$ cat src/rtl/counter_min_hour_pkg.sv
// Shared constants and types for the minutes/hours stage of the wall clock.
package counter_min_hour_pkg;

  localparam int MIN_TENS_MAX = 5;
  localparam int UNITS_MAX    = 9;
  localparam int HOUR24_MAX   = 23;
  localparam int HOUR12_MIN   = 1;
  localparam int HOUR12_MAX   = 12;

  // One bit per edge-detected input level.
  typedef struct packed {
    logic carry;
    logic smin;
    logic shour;
  } edge_t;

endpackage

$ cat src/rtl/counter_min_hour_if.sv
// Control inputs and BCD display outputs of the minutes/hours stage.
interface counter_min_hour_if;
  logic       carry_sec;
  logic       load_mh;
  logic       set_min;
  logic       set_hour;
  logic [2:0] min_tens;
  logic [3:0] min_units;
  logic [1:0] hour_tens;
  logic [3:0] hour_units;
  logic       pm;
  logic       carry_day;

  modport master (
    output carry_sec, load_mh, set_min, set_hour,
    input  min_tens, min_units, hour_tens, hour_units, pm, carry_day
  );

  modport slave (
    input  carry_sec, load_mh, set_min, set_hour,
    output min_tens, min_units, hour_tens, hour_units, pm, carry_day
  );
endinterface

$ cat src/rtl/counter_min_hour_bcd.sv
// Two-digit BCD counter: +1 on inc_i, wraps from MAX_VAL to RLD_VAL.
// wrap_o flags that the current value is the wrap value.
module bcd_mod_counter
  import counter_min_hour_pkg::*;
#(
  parameter int TENS_W  = 3,
  parameter int MAX_VAL = 59,
  parameter int RLD_VAL = 0,
  parameter int RST_VAL = 0
) (
  input  logic              clock,
  input  logic              reset_n,
  input  logic              inc_i,
  output logic [TENS_W-1:0] tens_o,
  output logic [3:0]        units_o,
  output logic              wrap_o
);

  localparam logic [TENS_W-1:0] MAX_T = TENS_W'(MAX_VAL / 10);
  localparam logic [3:0]        MAX_U = 4'(MAX_VAL % 10);
  localparam logic [TENS_W-1:0] RLD_T = TENS_W'(RLD_VAL / 10);
  localparam logic [3:0]        RLD_U = 4'(RLD_VAL % 10);
  localparam logic [TENS_W-1:0] RST_T = TENS_W'(RST_VAL / 10);
  localparam logic [3:0]        RST_U = 4'(RST_VAL % 10);

  logic [TENS_W-1:0] tens_q, tens_d;
  logic [3:0]        units_q, units_d;

  assign wrap_o  = (tens_q == MAX_T) && (units_q == MAX_U);
  assign tens_o  = tens_q;
  assign units_o = units_q;

  // Next value: reload at the wrap value, otherwise BCD increment.
  always_comb begin
    tens_d  = tens_q;
    units_d = units_q;
    if (inc_i) begin
      if (wrap_o) begin
        tens_d  = RLD_T;
        units_d = RLD_U;
      end else if (units_q == 4'(UNITS_MAX)) begin
        units_d = 4'd0;
        tens_d  = tens_q + TENS_W'(1);
      end else begin
        units_d = units_q + 4'd1;
      end
    end
  end

  // Digit registers.
  always_ff @(posedge clock or negedge reset_n) begin
    if (!reset_n) begin
      tens_q  <= RST_T;
      units_q <= RST_U;
    end else begin
      tens_q  <= tens_d;
      units_q <= units_d;
    end
  end

endmodule

$ cat src/rtl/counter_min_hour.sv
// Minutes/hours stage: edge detection on the seconds carry and set pulses,
// set-mode priority, 12/24-hour wrapping, pm flag and midnight pulse.
module counter_min_hour
  import counter_min_hour_pkg::*;
#(
  parameter bit HOUR_12 = 1'b0
) (
  input  logic              clock,
  input  logic              reset_n,
  counter_min_hour_if.slave bus
);

  localparam int H_MAX = HOUR_12 ? HOUR12_MAX : HOUR24_MAX;
  localparam int H_RLD = HOUR_12 ? HOUR12_MIN : 0;
  localparam int H_RST = HOUR_12 ? HOUR12_MAX : 0;
  localparam int M_MAX = MIN_TENS_MAX * 10 + UNITS_MAX;

  edge_t lvl, prev_q, edg;
  logic  min_inc, hour_inc, min_wrap, hour_wrap, hour_is_11;
  logic  pm_q, pm_d, cday_q, cday_d;
  logic [2:0] mt;
  logic [3:0] mu;
  logic [1:0] ht;
  logic [3:0] hu;

  assign lvl = '{carry: bus.carry_sec, smin: bus.set_min, shour: bus.set_hour};
  assign edg = lvl & ~prev_q;

  // Previous-level registers; reset high so a level held through reset is not an edge.
  always_ff @(posedge clock or negedge reset_n) begin
    if (!reset_n) prev_q <= '1;
    else          prev_q <= lvl;
  end

  assign hour_is_11 = (ht == 2'd1) && (hu == 4'd1);

  // Increment requests: set mode takes the set pulses and drops the carry.
  always_comb begin
    min_inc  = 1'b0;
    hour_inc = 1'b0;
    cday_d   = 1'b0;
    if (bus.load_mh) begin
      min_inc  = edg.smin;
      hour_inc = edg.shour;
    end else if (edg.carry) begin
      min_inc  = 1'b1;
      hour_inc = min_wrap;
      cday_d   = min_wrap && (HOUR_12 ? (hour_is_11 && pm_q) : hour_wrap);
    end
  end

  // pm flips whenever the hour steps from 11 to 12.
  always_comb begin
    pm_d = HOUR_12 ? (pm_q ^ (hour_inc && hour_is_11)) : 1'b0;
  end

  // pm and midnight pulse registers.
  always_ff @(posedge clock or negedge reset_n) begin
    if (!reset_n) begin
      pm_q   <= 1'b0;
      cday_q <= 1'b0;
    end else begin
      pm_q   <= pm_d;
      cday_q <= cday_d;
    end
  end

  bcd_mod_counter #(.TENS_W(3), .MAX_VAL(M_MAX), .RLD_VAL(0), .RST_VAL(0)) u_min (
    .clock   (clock),
    .reset_n (reset_n),
    .inc_i   (min_inc),
    .tens_o  (mt),
    .units_o (mu),
    .wrap_o  (min_wrap)
  );

  bcd_mod_counter #(.TENS_W(2), .MAX_VAL(H_MAX), .RLD_VAL(H_RLD), .RST_VAL(H_RST)) u_hour (
    .clock   (clock),
    .reset_n (reset_n),
    .inc_i   (hour_inc),
    .tens_o  (ht),
    .units_o (hu),
    .wrap_o  (hour_wrap)
  );

  assign bus.min_tens   = mt;
  assign bus.min_units  = mu;
  assign bus.hour_tens  = ht;
  assign bus.hour_units = hu;
  assign bus.pm         = pm_q;
  assign bus.carry_day  = cday_q;

endmodule

$ cat src/flat_wrapper.sv
// flat-port wrapper written by rule: the top's interface ports become plain ports
module counter_min_hour_flat import counter_min_hour_pkg::*;
#(
  parameter bit HOUR_12 = 1'b0
)
  (clock, reset_n, bus_carry_sec, bus_load_mh, bus_set_min, bus_set_hour, bus_min_tens, bus_min_units, bus_hour_tens, bus_hour_units, bus_pm, bus_carry_day);
  counter_min_hour_if bus_i ();
  input  logic clock;
  input  logic reset_n;
  input wire logic [$bits(bus_i.carry_sec)-1:0] bus_carry_sec;
  input wire logic [$bits(bus_i.load_mh)-1:0] bus_load_mh;
  input wire logic [$bits(bus_i.set_min)-1:0] bus_set_min;
  input wire logic [$bits(bus_i.set_hour)-1:0] bus_set_hour;
  output wire logic [$bits(bus_i.min_tens)-1:0] bus_min_tens;
  output wire logic [$bits(bus_i.min_units)-1:0] bus_min_units;
  output wire logic [$bits(bus_i.hour_tens)-1:0] bus_hour_tens;
  output wire logic [$bits(bus_i.hour_units)-1:0] bus_hour_units;
  output wire logic [$bits(bus_i.pm)-1:0] bus_pm;
  output wire logic [$bits(bus_i.carry_day)-1:0] bus_carry_day;
  assign bus_i.carry_sec = bus_carry_sec;
  assign bus_i.load_mh = bus_load_mh;
  assign bus_i.set_min = bus_set_min;
  assign bus_i.set_hour = bus_set_hour;
  assign bus_min_tens = bus_i.min_tens;
  assign bus_min_units = bus_i.min_units;
  assign bus_hour_tens = bus_i.hour_tens;
  assign bus_hour_units = bus_i.hour_units;
  assign bus_pm = bus_i.pm;
  assign bus_carry_day = bus_i.carry_day;
  counter_min_hour #(.HOUR_12(HOUR_12)) u_core (.clock(clock), .reset_n(reset_n), .bus(bus_i));
endmodule
$ cat config.mk
export PLATFORM = sky130hd
export DESIGN_NAME = counter_min_hour_flat
export DESIGN_NICKNAME = d
export VERILOG_FILES = /design/src/rtl/counter_min_hour_pkg.sv /design/src/rtl/counter_min_hour_if.sv /design/src/rtl/counter_min_hour_bcd.sv /design/src/rtl/counter_min_hour.sv /design/src/flat_wrapper.sv
export SDC_FILE = /design/constraint.sdc
export NUM_CORES = 1
export LEC_CHECK = 0
export ABC_AREA = 1
export BUFFER_PORTS_ARGS = -buffer_cell sky130_fd_sc_hd__clkbuf_2
export CORE_UTILIZATION = 35
export CTS_CLUSTER_DIAMETER = 100
export DETAILED_ROUTE_END_ITERATION = 16
export PLACE_DENSITY_LB_ADDON = 0.2
export SLEW_MARGIN = 40
export SYNTH_ARGS = -nofsm -noshare
export SYNTH_HDL_FRONTEND = slang
export SYNTH_SLANG_ARGS = --single-unit
$ cat constraint.sdc
create_clock -name clock -period 1.4 [get_ports clock]
set_input_delay 0.14 -clock clock [delete_from_list [all_inputs] [get_ports clock]]
set_output_delay 0.14 -clock clock [all_outputs]
set_load 0.05 [all_outputs]
Word level (Yosys, flattened, before mapping)
Cells that the tools add are included.
Cells by class
  add/subtract/negate cells: 4
  eq/ne operators: 5
  muxes and demuxes: 14
  bitwise logic cells: 2
  reduce and logical (&&, ||, !) cells: 7
Operator list (count)
  4-bit 2-to-1 mux: 4
  4-bit by 1-bit adder with 4-bit output (second input constant): 2
  4-bit equality test (second input constant): 2
  1-bit 2-to-1 mux: 6
  3-bit 2-to-1 mux: 2
  4-bit by 2-bit equality test with 1-bit output (second input constant): 1
  2-bit 2-to-1 mux: 2
  2-bit AND reduction: 2
  2-bit nonzero test: 2
  3-bit by 1-bit adder with 3-bit output (second input constant): 1
  3-bit bitwise AND: 1
  3-bit equality test (second input constant): 1
  1-bit logical AND: 3
  3-bit inverter: 1
  2-bit by 1-bit adder with 2-bit output (second input constant): 1
  2-bit equality test (second input constant): 1
Word-level totals
  flip-flop bits (word level): 17
  input bits: 6

Longest topological paths before layout
Gate-level depths: netlist of run 1.
  depth after elaboration: 5
  mapped depth: 9
  mapped depth without buffers: 9

Hierarchy
A second synthesis of run 1 with hierarchy kept.
Unflattened totals
  cells, all modules: 115
  area, all modules: 958.4 um^2
By module, submodules not included
  bcd_mod_counter (u_core.u_min): times used 1, cells an instance 53, area an instance 404.1 um^2, sequential area each 175.2 um^2
  bcd_mod_counter (u_core.u_hour): times used 1, cells an instance 45, area an instance 386.6 um^2, sequential area each 150.1 um^2
  counter_min_hour: times used 1, cells an instance 17, area an instance 167.7 um^2, sequential area each 103.8 um^2

Worst setup path before layout of run 1
No wires, ideal clock.
  path kind: reg2reg
  from: register u_core.u_min.tens_q[0] (netlist: u_core.u_min.tens_o[0])
  to: register u_core.u_hour.tens_q[1] (netlist: u_core.u_hour.tens_o[1])
  library setup time: 0.120 ns
  arrival: 1.479 ns
  required time: 1.280 ns
  slack: -0.199 ns
  stages on the path, launching flop included: 9
  path buffers: 0
  period minus slack after synthesis: 1.599 ns
  cells stage by stage: dfrtp_1 -> ha_1 -> nand2_1 -> nor2_4 -> nand2_4 -> nand2_8 -> nand2_4 -> nand2_1 -> nand2_1
On the way
  longest elaborated chain between the ends: 5
RTL lines
  start: declaration: line counter_min_hour_bcd.sv:26  | logic [TENS_W-1:0] tens_q, tens_d;
  start signal: assignment: line counter_min_hour_bcd.sv:56  | tens_q <= tens_d;
  3-bit equality test: line counter_min_hour_bcd.sv:29  | assign wrap_o = (tens_q == MAX_T) && (units_q == MAX_U);
  1-bit logical AND: line counter_min_hour_bcd.sv:29
  1-bit 2-to-1 mux: line counter_min_hour.sv:45  | end else if (edg.carry) begin
  1-bit 2-to-1 mux: line counter_min_hour.sv:42  | if (bus.load_mh) begin
  2-bit AND reduction (no line)
  end signal: assignment: line counter_min_hour_bcd.sv:56
  end: declaration: line counter_min_hour_bcd.sv:26
No other way between the ends.
A chain may end at the register's enable or synchronous reset.

Worst setup path in the final report of run 1
  from: register u_core.u_min.tens_q[1] (netlist: u_core.u_min.tens_o[1])
  to: register u_core.u_hour.tens_q[1] (netlist: u_core.u_hour.tens_o[1])
The elaborated chain is that of the path after synthesis.

==> results.py, run 1 <==
metrics = {
    "finish": {
        "final_common_cell": "nand2_1",
        "utilization": 0.475,
        "layout_common_cells": "nand2_1, clkbuf_2, nand3_1, nor2_1, inv_1",
        "fin_cells": 167,
        "area_delta_synth_final_pct": 23.9,
        "final_nets": 150,
        "layout-drive-gt1-share": 0.394,
        "diodes": 0,
    },
    "global_route": {
        "antenna_found_initial": 0,
        "grt_max_degree": 18,
        "grt_pass1_wl_um": 2870,
        "grt_pass1_vias": 667,
        "track_usage": 0.139,
        "grt-ovfl-total": 0,
    },
    "floorplan": {
        "rows": 18,
        "die_height_um": 55.0,
        "io_pins": 21,
        "start_util": 0.384,
        "coreArea_um2": 2570,
        "die_x_um": 55.0,
        "die_area_um2": 3030,
    },
    "clock_network": {
        "path_clk_slew_ns": 0.10,
        "clockBufferDepth": 2,
        "root_buffer": "clkbuf_4",
        "htree_levels": 1,
        "cts_buffers": 3,
        "cts_resized": 0,
        "cts_tree": "done",
        "clk_latency_ns": 0.29,
        "cts_num_sinks": 17,
    },
    "drt": {
        "wl_um": 1780,
        "dr.pass1.iters": 4,
        "routed_via_density": 4.67,
        "drtIter0Drc": 7,
        "ant_nets": 0,
        "num_vias": 780,
        "drt-wirelength-per-cell_um": 10.7,
        "drcViolationCount": 0,
    },
    "critical_path": {
        "cp_slowest_cell": "dfrtp_2",
        "worstSetupPathType": "flip-flop to flip-flop",
        "worstSetupEndpointType": "flip-flop",
        "cpPeakStageDelay_ns": 0.43,
        "r2r_slack_ns": 0.09,
        "arrival_ns": 1.51,
        "r2r_cells": 9,
        "crit_chain": "inv_2 -> ha_1 -> nand2_1 -> nor2_4 -> nand2_4 -> nand2_8 -> nand2_4 -> nand2_1 -> nand2_1",
        "required_ns": 1.60,
        "cpMostUsedCell": "nand2_1",
        "startpoint_type": "flip-flop",
        "crit_fanout": 7,
    },
    "sta": {
        "final.period_utilization": 0.938,
        "period_minus_slack_ns": 1.31,
        "drv_slew": 0,
        "clock_skew_ns": 0.0100,
        "report.final.hold_viol_count": 0,
        "setup_viol": 0,
        "max_freq_mhz": 762,
    },
    "power": {
        "cell_internal_pwr_uw": 1120,
        "comb_power_share": 0.525,
        "ir_drop_mv": 0.995,
        "power_switching_share": 0.523,
        "net-switching-power_uw": 1230,
        "p_leak_uw": 0.000689,
        "seq_power_share": 0.362,
        "finalPower_uw": 2360,
        "powerDensity_nw_per_um2": 1930,
        "clkPwrFrac": 0.113,
    },
    "placement": {
        "dp_hpwl_um": 1330,
        "dp_cells": 157,
        "portBuffers": 19,
        "gp_congestion": 0.705,
    },
    "logic_synthesis": {
        "syn_inst": 109,
        "netlist_area_um2": 985,
        "synth-seq-area-share": 0.436,
        "avgSynthCellArea_um2": 9.03,
        "ys_ff_latch": 17,
        "syn_nets": 121,
        "ys.warnings.count": 0,
        "ys_types": 25,
    },
    "run_status": {
        "outcome": "finished, final reports clean",
    },
    "worst_hold_path": {
        "hold_class": "input port to async pin",
    },
    "job": {
        "drv_cap": 0,
    },
}
## state kept, by name (all words and copies together) (netlist names)
signal	flops
u_core.u_hour.units_o	4
u_core.u_min.units_o	4
u_core.prev_q	3
u_core.u_min.tens_o	3
u_core.u_hour.tens_o	2
u_core.bus.carry_day	1
## logic make-up (layout without fill, tap and decap cells)
group           Yosys count  count (layout)  synth area share
simple gates             64              64             0.381
flops                    17              17             0.436
buf+inv                  13              41            0.0534
fa+ha+maj                 6               6            0.0762
compound gates            6               6            0.0318
xor+xnor                  2               2            0.0178
other cells               1               1           0.00381
## final cells by class
class                   count  area, µm²
inverters                  12       45.0
clock buffers               4       26.3
multi-input cells          79        523
repair buffers             25        150
flip-flops and latches     17        438
fillers                   258       1350
well taps                  30       37.5
## final timing paths
check | startpoint | to
min in group clock | bus_load_mh | u_core.u_min.units_o[0]$_DFFE_PN0P_
worst min-delay path | reset_n | u_core.u_min.tens_o[2]$_DFFE_PN0P_
max in group asynchronous | reset_n | u_core.prev_q[0]$_DFF_PN1_
worst max register to register | u_core.u_min.tens_o[1]$_DFFE_PN0P_ | u_core.u_hour.tens_o[1]$_DFFE_PN0P_
worst max-delay path | u_core.u_min.tens_o[1]$_DFFE_PN0P_ | u_core.u_hour.tens_o[1]$_DFFE_PN0P_
worst min register to register | u_core.u_hour.tens_o[0]$_DFFE_PN0P_ | u_core.u_hour.tens_o[0]$_DFFE_PN0P_
## synth_stat cells (all sizes together)
library cell,instances,share of area
nor3,2,0.015
a21oi,2,0.010
nand3b,5,0.050
nand4,1,0.013
conb,1,0.0038
inv,12,0.046
ha,6,0.076
or2,1,0.0064
nor2,11,0.052
nand3,14,0.076
o21ai,3,0.015
buf,1,0.0076
xor2,2,0.018
nand2,30,0.17
dfrtp,14,0.36
o22ai,1,0.0064
dfstp,3,0.080
## power by group through the flow
stage / logic [µW] / registers [µW] / clock network (µW)
5_1_grt: 1370 / 885 / 305
3_5_place_dp: 1240 / 864 / 0
2_1_floorplan: 483 / 1340 / 0
4_1_cts: 1260 / 855 / 281
6_report: 1240 / 855 / 266
3_3_place_gp: 1230 / 860 / 0
## routing by layer
| metal | part of all wire | vias to the layer above | GRT usage |
|---|---|---|---|
| met2 | 0.46 | 18 | 0.209 |
| met4 | 0.0084 | 0 | 0.0375 |
| met3 | 0.050 | 2 | 0.0628 |
| met5 | 0 | - | 0 |
| li1 | - | 404 | - |
| met1 | 0.48 | 356 | 0.179 |
## critical path: cells and delay by family (launching register included)
| family | cells | cell delay, ns |
|---|---|---|
| buf+inv | 1 | 0.06 |
| simple gates | 7 | 0.59 |
| fa+ha+maj | 1 | 0.15 |
| flops | 1 | 0.43 |
## metrics by stage
step                      cell area (µm²)  hold WS (ns)  TNS [ns]  setup WS, ns
final                                1220         0.303         0        0.0874
after global placement               1140        0.0915         0         0.109
after CTS                            1200         0.248         0        0.0614
after global routing                 1220         0.329   -0.0114      -0.00616
after detailed placement             1140         0.106         0        0.0679
after floorplan                      1010        -0.156   -0.0652       -0.0335
## what timing repair did
action / CTS / global route
setup endpoints to repair: 0 / 2
hold buffers: 4 / 0
hold endpoints to repair: 17 / 0
setup buffers: 0 / 2
(Power assumes the default switching activity.)
==> run 2: changes to the inputs <==
--- a/config.mk
+++ b/config.mk
@@ -11,6 +11,7 @@
 export CTS_CLUSTER_DIAMETER = 100
 export DETAILED_ROUTE_END_ITERATION = 16
 export PLACE_DENSITY_LB_ADDON = 0.2
+export SETUP_SLACK_MARGIN = 0.4
 export SLEW_MARGIN = 40
 export SYNTH_ARGS = -nofsm -noshare
 export SYNTH_HDL_FRONTEND = slang
==> run 2 against run 1 <==
Effect of this change: maximum frequency decreased by 1.2%; setup slack got worse by 0.016 ns; final area increased by 35%; count of clock-buffer cells in the layout unchanged; non-clock buffer count increased by 19; routed wire length increased by 28%; largest power group unchanged; die area unchanged; clock skew decreased by 0.0061 ns; global-route usage increased by 3.7 points.
==> results.py, run 2 (synthesis results as in run 1) <==
metrics = {
    "global_route": {
        "track_usage": 0.176,
        "grt_max_degree": 18,
        "grt-ovfl-total": 0,
        "grt_pass1_vias": 825,
        "grt_pass1_wl_um": 3680,
        "antenna_found_initial": 0,
    },
    "clock_network": {
        "cts_tree": "done",
        "root_buffer": "clkbuf_4",
        "clockBufferDepth": 2,
        "cts_num_sinks": 17,
        "clk_latency_ns": 0.29,
        "path_clk_slew_ns": 0.09,
        "htree_levels": 1,
        "cts_buffers": 3,
    },
    "drt": {
        "dr.pass1.iters": 4,
        "ant_nets": 0,
        "routed_via_density": 4.74,
        "wl_um": 2270,
        "drt-wirelength-per-cell_um": 12.2,
        "num_vias": 886,
        "drcViolationCount": 0,
        "drtIter0Drc": 7,
    },
    "floorplan": {
        "die_x_um": 55.0,
        "rows": 18,
        "die_area_um2": 3030,
        "io_pins": 21,
        "coreArea_um2": 2570,
        "start_util": 0.384,
        "die_height_um": 55.0,
    },
    "placement": {
        "dp_cells": 157,
        "pre_cts_slack_ns": 0.0491,
        "dp_hpwl_um": 1310,
        "gp_congestion": 0.707,
        "portBuffers": 19,
        "dpl_cell_area_um2": 1150,
    },
    "sta": {
        "setup_viol": 0,
        "drv_slew": 0,
        "setup_slack_ns": 0.0712,
        "period_minus_slack_ns": 1.33,
        "max_freq_mhz": 753,
        "clock_skew_ns": 0.00394,
        "rsz0062_at_grt": "yes",
        "report.final.hold_viol_count": 0,
        "final.period_utilization": 0.949,
    },
    "worst_hold_path": {
        "whs_path_depth": 4,
        "hold_path.startpoint": "bus_set_min",
        "hold_class": "input port to flip-flop",
    },
    "finish": {
        "fill_cells": 214,
        "area_delta_synth_final_pct": 66.7,
        "fin_cells": 187,
        "final_common_cell": "nand2_1",
        "stdcell_area_um2": 1640,
        "layout_common_cells": "nand2_1, buf_4, nand3_1, dfrtp_2, nand2_4",
        "layout-drive-gt1-share": 0.605,
        "diodes": 0,
        "final_nets": 170,
    },
    "critical_path": {
        "worstSetupEndpointType": "flip-flop",
        "r2r_cells": 8,
        "cp-startpoint": "u_core.u_min.units_o[1]$_DFFE_PN0P_",
        "worstSetupPathType": "flip-flop to flip-flop",
        "timing.rr.start": "u_core.u_min.units_o[1]$_DFFE_PN0P_",
        "startpoint_type": "flip-flop",
        "required_ns": 1.58,
        "arrival_ns": 1.51,
        "crit_fanout": 5,
    },
    "run_status": {
        "outcome": "finished, final reports clean",
    },
    "power": {
        "p_leak_uw": 0.000872,
        "ir_drop_mv": 1.32,
        "powerDensity_nw_per_um2": 1920,
    },
    "job": {
        "drv_cap": 0,
    },
}
-- run 2: cell count changes in the layout (fill, tap and decap cells not counted), moves of 5 or more --
cell and delta:
buf_4 +16, buf_8 +7, clkbuf_2 -14, nand2_1 -5
-- run 2: through the flow --
step,hold WS (ns),setup TNS (ns),power (µW),utilization
after floorplan,-0.156,-0.0645,1850,-
after global placement,0.0981,0,2110,0.449
after detailed placement,0.102,0,2130,0.449
after CTS,0.255,0,2970,0.601
after global routing,0.291,0,3370,0.639
final,0.277,0,3150,0.639
-- run 2: path summary, 6_finish.rpt --
check / end / slack, ns
setup / recovery: u_core.u_hour.units_o[1]$_DFFE_PN0P_ / 0.07
hold / removal: u_core.u_min.units_o[0]$_DFFE_PN0P_ / 0.28
setup reg to reg: u_core.u_hour.units_o[1]$_DFFE_PN0P_ / 0.07
hold reg to reg: u_core.u_hour.tens_o[0]$_DFFE_PN0P_ / 0.54
max in group asynchronous: u_core.prev_q[2]$_DFF_PN1_ / 0.76
min in group asynchronous: u_core.u_min.units_o[3]$_DFFE_PN0P_ / 0.31
-- run 2: timing repair --
action | CTS | global route
buffers inserted | 16 | 5
endpoints found under the hold margin | 17 | 0
gates resized for setup | 45 | 20
pin swaps | 10 | 2
cloned | 1 | 0
setup endpoints to repair | 28 | 28
hold buffers | 4 | 0
-- run 2: worst max-delay path: stages, from the launching register on --
cell and delay, ns:
dfrtp_2 0.42, inv_2 0.08, ha_4 0.14, nand3_4 0.08, nor2_4 0.13, nand2_4 0.10
buf_4 0.16, nand3_1 0.06, nand2_1 0.06
-- run 2: report_power, final --
group | internal, µW | total [µW] | switching [µW]
Clock | 111 | 254 | 143
Sequential | 667 | 895 | 228
Combinational | 919 | 2000 | 1080
Total | 1700 | 3150 | 1450
-- run 2: cell type report --
| class | count | area (µm²) | share of cell area |
|---|---|---|---|
| sequential | 17 | 443 | 0.270 |
| tap | 30 | 37.5 | 0.0229 |
| timing repair buffer | 44 | 443 | 0.270 |
| clock buffer | 4 | 26.3 | 0.0160 |
| multi-input combinational | 80 | 647 | 0.394 |
| inverter | 12 | 45.0 | 0.0274 |
-- run 2: routing by layer --
metal,wire length (µm),global-route usage
met5,0,0
met1,1060,0.223
met3,90,0.0628
met4,13,0.0375
met2,1120,0.287
==> run 3: changes to the inputs <==
--- a/config.mk
+++ b/config.mk
@@ -10,7 +10,6 @@
 export CORE_UTILIZATION = 35
 export CTS_CLUSTER_DIAMETER = 100
 export DETAILED_ROUTE_END_ITERATION = 16
-export PLACE_DENSITY_LB_ADDON = 0.2
 export SETUP_SLACK_MARGIN = 0.4
 export SLEW_MARGIN = 40
 export SYNTH_ARGS = -nofsm -noshare
==> constraint.sdc (replaced) <==
create_clock -name clock -period 1.65 [get_ports clock]
set_input_delay 0.165 -clock clock [delete_from_list [all_inputs] [get_ports clock]]
set_output_delay 0.165 -clock clock [all_outputs]
set_load 0.05 [all_outputs]
==> run 3 against run 2 <==
Effect of this change: total power decreased by 32%; clock skew decreased by 0.0013 ns; non-clock buffer count decreased by 12; final cell count decreased by 7.0%; hold slack got worse by 0.0011 ns; via count decreased by 7.9%; critical path depth increased by 1; critical endpoint is now u_core.u_hour.tens_o[1]$_DFFE_PN0P_; largest cell class unchanged.
==> results.py, run 3 (synthesis results as in run 1) <==
metrics = {
    "power": {
        "ir_drop_mv": 0.822,
        "finalPower_uw": 2150,
        "p_leak_uw": 0.000742,
        "powerDensity_nw_per_um2": 1630,
    },
    "drt": {
        "ant_nets": 0,
        "num_vias": 816,
        "wl_um": 1830,
        "drtIter0Drc": 8,
        "dr.pass1.iters": 3,
        "drt-wirelength-per-cell_um": 10.5,
        "routed_via_density": 4.69,
        "drcViolationCount": 0,
    },
    "critical_path": {
        "arrival_ns": 1.44,
        "worstSetupPathType": "flip-flop to flip-flop",
        "r2r_slack_ns": 0.39,
        "startpoint_type": "flip-flop",
        "worstSetupEndpointType": "flip-flop",
        "required_ns": 1.83,
        "crit_fanout": 7,
    },
    "sta": {
        "setup_viol": 0,
        "final.period_utilization": 0.762,
        "drv_slew": 0,
        "rsz0062_at_grt": "yes",
        "max_freq_mhz": 796,
        "clock_skew_ns": 0.00262,
        "period_minus_slack_ns": 1.26,
        "report.final.hold_viol_count": 0,
        "fin_tns_setup_ns": 0,
    },
    "global_route": {
        "antenna_found_initial": 0,
        "track_usage": 0.141,
        "grt_max_degree": 18,
        "grt-ovfl-total": 0,
        "grt_pass1_vias": 695,
        "grt_pass1_wl_um": 2980,
    },
    "finish": {
        "stdcell_area_um2": 1320,
        "area_delta_synth_final_pct": 33.9,
        "diodes": 0,
        "layout_common_cells": "nand2_1, nand3_1, clkbuf_2, dfrtp_2",
        "final_nets": 157,
        "final_common_cell": "nand2_1",
        "fin_cells": 174,
        "utilization": 0.514,
        "layout-drive-gt1-share": 0.479,
    },
    "worst_hold_path": {
        "hold_class": "input port to flip-flop",
    },
    "clock_network": {
        "cts_buffers": 3,
        "path_clk_slew_ns": 0.09,
        "cts_num_sinks": 17,
        "htree_levels": 1,
        "cts_tree": "done",
        "root_buffer": "clkbuf_4",
        "clockBufferDepth": 2,
        "clk_latency_ns": 0.28,
    },
    "floorplan": {
        "die_height_um": 55.0,
        "coreArea_um2": 2570,
        "io_pins": 21,
        "rows": 18,
        "start_util": 0.384,
        "die_area_um2": 3030,
        "die_x_um": 55.0,
    },
    "placement": {
        "dp_hpwl_um": 1340,
        "dp_cells": 157,
        "dpl_cell_area_um2": 1150,
        "portBuffers": 19,
        "gp_congestion": 0.750,
    },
    "job": {
        "drv_cap": 0,
    },
    "run_status": {
        "outcome": "finished, final reports clean",
    },
}
## run 3: changes by cell type in the layout (fill, tap and decap cells not counted), moves of 2 or more
cell / change
clkbuf_2: +8
clkbuf_16: -2
nand3_2: -2
nand2_4: -3
buf_4: -9
nor2_1: +2
nand3_1: +2
buf_8: -7
buf_6: -4
buf_2: +5
clkbuf_8: -2
nand2_1: +3
## run 3: layer usage
layer  track usage  vias to the layer above  wire (µm)
met4        0.0375                        0         17
met5             0                        -          0
met3        0.0492                        2         72
li1              -                      427          -
met1         0.170                      372        887
met2         0.239                       15        855
## run 3: what timing repair did
action                                  4_1_cts  5_1_grt
buffers inserted                              5        4
pin swaps                                     2        4
endpoints found under the setup margin        6       14
hold buffers                                  4        0
endpoints found under the hold margin        17        0
resized for setup                             4       12
## run 3: worst paths after layout
kind                                                     start                                   to  cells after the start
max                         u_core.u_min.tens_o[1]$_DFFE_PN0P_  u_core.u_hour.tens_o[1]$_DFFE_PN0P_                      9
min                                              bus_carry_sec           u_core.prev_q[2]$_DFF_PN1_                      3
max reg2reg                 u_core.u_min.tens_o[1]$_DFFE_PN0P_  u_core.u_hour.tens_o[1]$_DFFE_PN0P_                      9
min reg2reg                u_core.u_hour.tens_o[0]$_DFFE_PN0P_  u_core.u_hour.tens_o[0]$_DFFE_PN0P_                      2
max in group asynchronous                              reset_n           u_core.prev_q[0]$_DFF_PN1_                      2
min in group asynchronous                              reset_n   u_core.u_min.tens_o[2]$_DFFE_PN0P_                      2
## run 3: final cells by class
class                      instances  area (µm²)
fill                             256        1250
timing repair buffer              32         208
sequential                        17         442
inverter                          12        47.5
multi-input combinational         79         558
clock buffer                       4        26.3
tap                               30        37.5
## run 3: report_power, final
part / switching (µW) / leakage, µW / internal, µW
combinational: 783 / 0.000528 / 399
sequential: 185 / 0.000199 / 565
clock: 121 / 0.0000150 / 93.9
## run 3: metrics by stage
| stage | worst slack, ns | hold slack [ns] |
|---|---|---|
| 6_report | 0.393 | 0.276 |
| 5_1_grt | 0.306 | 0.291 |
| 4_1_cts | 0.391 | 0.307 |
| 3_5_place_dp | 0.299 | 0.119 |
| 3_3_place_gp | 0.363 | 0.117 |
| 2_1_floorplan | 0.217 | -0.131 |
## run 3: worst max-delay path, stage by stage (launching register included)
cell	delay [ns]
dfrtp_2	0.42
inv_2	0.08
ha_4	0.14
nand2_4	0.05
nor2_4	0.13
nand2_4	0.10
nand2_8	0.09
nand2_4	0.05
nand2_1	0.05
nand2_1	0.05
